[config.mk]
export PLATFORM = sky130hd
export DESIGN_NAME = soc_mem_arbiter
export DESIGN_NICKNAME = d
export VERILOG_FILES = /design/src/rtl/soc_mem_pkg.sv /design/src/rtl/rr_arb2.sv /design/src/rtl/soc_mem_arbiter.sv
export SDC_FILE = /design/constraint.sdc
export NUM_CORES = 1
export LEC_CHECK = 0
export ABC_CLOCK_PERIOD_IN_PS = 9170
export BUFFER_PORTS_ARGS = -buffer_cell sky130_fd_sc_hd__buf_4
export CAP_MARGIN = 20
export CORE_MARGIN = 8
export CORE_UTILIZATION = 45
export CTS_CLUSTER_SIZE = 25
export DETAILED_ROUTE_END_ITERATION = 8
export GPL_TIMING_DRIVEN = 0
export PLACE_DENSITY = 0.76
export SYNTH_ARGS = -nofsm -noshare
export SYNTH_HDL_FRONTEND = slang
export SYNTH_SLANG_ARGS = --single-unit
[constraint.sdc]
create_clock -name clk -period 9.17 [get_ports clk]
set_clock_uncertainty 0.15 [all_clocks]
set_input_delay 0.4585 -clock clk [delete_from_list [all_inputs] [get_ports clk]]
set_output_delay 0.4585 -clock clk [all_outputs]
set_load 0.02 [all_outputs]
[src/rtl/soc_mem_pkg.sv]
// soc_mem_pkg: shared types and constants for the SOC memory arbiter.
package soc_mem_pkg;

  // Default RAM geometry: 16K words of 32 bits.
  localparam int ADDR_W_DEF = 14;
  localparam int DATA_W_DEF = 32;

  // Master indices as stored in grant/last-grant registers.
  localparam logic M_CPU = 1'b0;
  localparam logic M_LDR = 1'b1;

  // Access sequencer: sample/arbitrate, strobe the RAM, return the ack.
  typedef enum logic [1:0] {
    IDLE  = 2'd0,
    ISSUE = 2'd1,
    ACK   = 2'd2
  } arb_state_t;

endpackage

[src/rtl/rr_arb2.sv]
// rr_arb2: combinational two-way pick producing a one-hot grant.
// Build option SOC_MEM_ARB_FIXED_PRIO_EN: master 0 always wins ties
// (the loader may starve); otherwise ties go to the master not granted last.
module rr_arb2
  import soc_mem_pkg::*;
(
  input  logic [1:0] req,
  input  logic       last_grant,
  output logic [1:0] gnt
);

`ifdef SOC_MEM_ARB_FIXED_PRIO_EN
  // History is irrelevant with a fixed priority order.
  logic unused_last_grant;
  assign unused_last_grant = last_grant;

  // Tie always resolves to the CPU; single requests pass straight through.
  always_comb begin
    gnt = req;
    if (req == 2'b11) gnt = 2'b01;
  end
`else
  // Tie resolves to whichever master did not win the previous grant.
  always_comb begin
    gnt = req;
    if (req == 2'b11) gnt = (last_grant == M_LDR) ? 2'b01 : 2'b10;
  end
`endif

endmodule

[src/rtl/soc_mem_arbiter.sv]
// soc_mem_arbiter: shares the single-port word RAM between the core (m0)
// and the UART loader (m1); one access every three cycles.
// Build option SOC_MEM_ARB_FIXED_PRIO_EN selects fixed priority in rr_arb2.
module soc_mem_arbiter
  import soc_mem_pkg::*;
#(
  parameter int ADDR_W = ADDR_W_DEF,
  parameter int DATA_W = DATA_W_DEF
) (
  input  logic                clk,
  input  logic                reset,
  input  logic                m0_req,
  input  logic [ADDR_W-1:0]   m0_addr,
  input  logic [DATA_W-1:0]   m0_wdata,
  input  logic [DATA_W/8-1:0] m0_wmask,
  output logic                m0_ack,
  output logic [DATA_W-1:0]   m0_rdata,
  input  logic                m1_req,
  input  logic [ADDR_W-1:0]   m1_addr,
  input  logic [DATA_W-1:0]   m1_wdata,
  input  logic [DATA_W/8-1:0] m1_wmask,
  output logic                m1_ack,
  output logic [DATA_W-1:0]   m1_rdata,
  output logic                ram_en,
  output logic [ADDR_W-1:0]   ram_addr,
  output logic [DATA_W-1:0]   ram_wdata,
  output logic [DATA_W/8-1:0] ram_wmask,
  input  logic [DATA_W-1:0]   ram_rdata
);

  localparam int MASK_W = DATA_W / 8;

  arb_state_t          state, state_nxt;
  logic [1:0]          gnt;
  logic                take;
  logic                last_grant;
  logic                gnt_p1;
  logic [ADDR_W-1:0]   addr_p1;
  logic [DATA_W-1:0]   wdata_p1;
  logic [MASK_W-1:0]   wmask_p1;
  logic [DATA_W-1:0]   rdata0_q, rdata1_q;
  logic                issue, ack_hit;

  rr_arb2 u_arb (
    .req        ({m1_req, m0_req}),
    .last_grant (last_grant),
    .gnt        (gnt)
  );

  // A grant is only taken while idle; requests in ISSUE/ACK are ignored.
  assign take = (state == IDLE) && (|gnt);

  // Next-state: IDLE -> ISSUE on any request, then ISSUE -> ACK -> IDLE.
  always_comb begin
    state_nxt = state;
    case (state)
      IDLE:    if (take) state_nxt = ISSUE;
      ISSUE:   state_nxt = ACK;
      ACK:     state_nxt = IDLE;
      default: state_nxt = IDLE;
    endcase
  end

  // State register; reset aborts any access in flight back to IDLE.
  always_ff @(posedge clk) begin
    if (reset) state <= IDLE;
    else       state <= state_nxt;
  end

  // Grant bookkeeping; last_grant starts at the loader so the CPU wins the first tie.
  always_ff @(posedge clk) begin
    if (reset) begin
      last_grant <= M_LDR;
      gnt_p1     <= M_CPU;
    end else if (take) begin
      last_grant <= gnt[1];
      gnt_p1     <= gnt[1];
    end
  end

  // stage p1: winner's request captured in IDLE, presented to the RAM in ISSUE
  always_ff @(posedge clk) begin
    if (take) begin
      addr_p1  <= gnt[1] ? m1_addr  : m0_addr;
      wdata_p1 <= gnt[1] ? m1_wdata : m0_wdata;
      wmask_p1 <= gnt[1] ? m1_wmask : m0_wmask;
    end
  end

  // RAM port is quiet outside ISSUE, which also gives zeros straight out of reset.
  assign issue     = (state == ISSUE);
  assign ram_en    = issue;
  assign ram_addr  = issue ? addr_p1  : '0;
  assign ram_wdata = issue ? wdata_p1 : '0;
  assign ram_wmask = issue ? wmask_p1 : '0;

  // stage p2: RAM data is valid in ACK; reset in that cycle suppresses the ack.
  assign ack_hit  = (state == ACK) && !reset;
  assign m0_ack   = ack_hit && (gnt_p1 == M_CPU);
  assign m1_ack   = ack_hit && (gnt_p1 == M_LDR);
  assign m0_rdata = m0_ack ? ram_rdata : rdata0_q;
  assign m1_rdata = m1_ack ? ram_rdata : m1_hold();

  function automatic logic [DATA_W-1:0] m1_hold();
    return rdata1_q;
  endfunction

  // Per-master read-data hold registers keep the last acked word.
  always_ff @(posedge clk) begin
    if (reset) begin
      rdata0_q <= '0;
      rdata1_q <= '0;
    end else begin
      if (m0_ack) rdata0_q <= ram_rdata;
      if (m1_ack) rdata1_q <= ram_rdata;
    end
  end

endmodule

==> flow_summary_export.csv <==
group,metric,value,unit
synthesis,seq_area_frac_synth,48.7,%
clock_tree,cts.reportedPaths.clkPinSlew,0.06,ns
timing,setup_viol_count_final,0,
timing,period_minus_slack,2.93,ns
power_and_ir_drop,p_per_area,177,nW/um^2
clock_tree,h-tree-depth,4,
timing,holdWs,0.180,ns
global_route,antenna_found_initial,0,
synthesis,netlist.area_leader.share,25.6,%
timing,slew_headroom,42.0,%
power_and_ir_drop,p_int,1.18,mW
timing,fmax,341,MHz
timing,hold_viol,0,
setup_path,critPathMaxFanout,10,
floorplanning,core_area,12700,um^2
power_and_ir_drop,vdd_drop_max,0.114,mV
routing,wirelength,17700,um
finish,stdcell_area,8670,um^2
clock_tree,cts-root-buf,"clkbuf_16",
placement,gp_congestion,0.858,
placement,portBuffers,252,
routing,vias_per_cell,4.77,
setup_path,r2r_setup_slack,6.99,ns
power_and_ir_drop,leakage,4.41,nW
setup_path,slowest_delay,0.51,ns
synthesis,syn_nets,625,
setup_path,cp.required,8.56,ns
power_and_ir_drop,power_switching,0.356,mW
status,status,"finished, final reports clean",
synthesis,synth_top_area_cell,"edfxtp_1",
timing,finalMaxSlewViolations,0,
setup_path,end_kind,"output port",
timing,setup-tns-final,0,ns
power_and_ir_drop,power_frac_comb,15.1,%
finish,nNetsFinal,900,
setup_path,worst_path_max_delay_cell,"or4b_1",
power_and_ir_drop,switching_share,23.2,%
setup_path,crit_path_start_kind,"register",
synthesis,yosysWarnings,0,
synthesis,netlist-cell-type-count,23,
run,drv_cap,0,
finish,diodes,0,
placement,dpl-instance-area,8030,um^2
clock_tree,post_cts_buffers,0,
finish,drive_gt1_share,49.5,%
clock_tree,ctsHoldBuffers,0,
finish,seqCellArea,2860,um^2
synthesis,synthCells,489,
finish,layout_commonest_cell,"buf_4",
timing,finalCritPeriodShare,32.0,%
placement,hpwlAfterDp,13900,um
finish,n_fill_cell,903,
floorplanning,rows,41,
clock_tree,clock_sinks,118,
timing,worst_pin_slew,0.865,ns
floorplanning,start_util,46.4,%
routing,first_iter_violations,175,
clock_tree,clock_path_buffers,2,
global_route,grt_pass1_wl,26600,um
routing,vias,4523,
floorplanning,die_area,17000,um^2
power_and_ir_drop,power_frac_clock,45.9,%
global_route,grt_overflow,0,
synthesis,synth.avg_cell_area,12.0,um^2
routing,antenna_left,0,
setup_path,arrival,2.33,ns
routing,firstDrtPassIters,4,
global_route,grt_pass1_vias,4935,
clock_tree,clock_latency,0.40,ns
setup_path,crit_family,"buffers and inverters",
routing,post_drt_wl_per_cell,18.7,um
timing,rsz0062_at_grt,"false",
global_route,track_usage,20.4,%
finish,multi_input_area,2740,um^2
setup_path,cp_num_buf_inv,3,
power_and_ir_drop,pwr-share-seq,39.1,%
clock_tree,cts_buffers,17,
global_route,grt_max_degree,17,
synthesis,syn_area,5870,um^2
setup_path,crit_type,"reg2out",
synthesis,ys_top_cells_by_area,"edfxtp_1, dfxtp_1, mux2_2",
finish,final_cell_mix,"buf_4, mux2_2, dfxtp_1",
hold_path,holdCritPathClass,"in2reg",
finish,areaGrowthSynthToFinish,47.6,%
floorplanning,ios,253,
synthesis,ys_ff_latch,118,
routing,drc,0,
floorplanning,fp.dieH,130,um
clock_tree,ctsResizeCount,0,
setup_path,crit_chain,"or4b_1 > buf_2 > buf_6 > mux2_1 > buf_4",
clock_tree,cts_tree,"yes",
floorplanning,die_w,130,um
## worst min-delay path, cell delays in order
cell and delay, ns:
buf_4 0.09, inv_1 0.04, mux2i_1 0.10
## per-stage QoR
stage	setup slack (ns)	cells	util, %	power, mW
5_1_grt	6.13	949	68.4	1.59
3_5_place_dp	6.53	917	63.4	0.843
4_1_cts	6.21	949	68.4	1.55
2_1_floorplan	4.59	489	-	0.724
3_3_place_gp	3.35	913	63.0	0.835
6_report	6.24	949	68.4	1.53
## synth_stat cells
cell and instances:
a211o_1 1, a21boi_1 1, a32o_1 1, and2_1 51
buf_2 11, buf_6 2, clkbuf_1 18, dfxtp_1 68
edfxtp_1 50, inv_1 34, inv_2 1, mux2_1 32
mux2_2 82, mux2i_1 64, nand2b_1 64, nand4bb_1 1
nor2_1 1, nor2b_1 1, nor3_1 2, nor4_1 1
nor4b_1 1, or3b_1 1, or4b_1 1
## layer usage
metal | global-route usage (%) | part of all wire [%] | up-vias
met1 | 22.9 | 39 | 2108
met4 | 6.08 | 1.1 | 0
li1 | - | - | 2229
met3 | 6.81 | 9.5 | 18
met2 | 36.1 | 50 | 168
met5 | 0 | 0 | -
## registers in the layout (all words and copies together) (netlist names)
| register | cells |
|---|---|
| gnt_p1 | 1 |
| wmask_p1 | 4 |
| wdata_p1 | 32 |
| last_grant | 1 |
| addr_p1 | 14 |
| rdata1_q | 32 |
| rdata0_q | 32 |
| state | 2 |
## cell families after synthesis
| family | share of synthesized area (%) |
|---|---|
| AO/OA/AOI/OAI | 0.447 |
| multiplexers | 32.8 |
| AND/OR/NAND/NOR | 13.4 |
| flip-flops | 48.7 |
| buffers and inverters | 4.71 |
## area by class of cell
class / instances / share of cell area, %
flip-flops and latches: 118 / 33.0
well taps: 172 / 2.48
repair buffers: 256 / 22.3
plain buffers: 31 / 1.67
multi-input cells: 305 / 31.6
clock buffers: 22 / 5.76
inverters: 35 / 1.52
clock inverters: 10 / 1.62
## power groups by stage
stage	clock [mW]	combinational [mW]	sequential [mW]
2_1_floorplan	0	0.116	0.608
3_3_place_gp	0	0.224	0.611
3_5_place_dp	0	0.234	0.610
4_1_cts	0.712	0.235	0.599
5_1_grt	0.739	0.248	0.602
6_report	0.704	0.231	0.599
## worst paths after layout
path | start | to | depth (start not counted)
max | state[1] | m0_rdata[22] | 5
min | ram_rdata[11] | rdata0_q[11] | 3
max reg2reg | state[1] | addr_p1[10] | 4
min reg2reg | rdata0_q[21] | rdata0_q[21] | 2
Power figures use the tool's default switching activity.
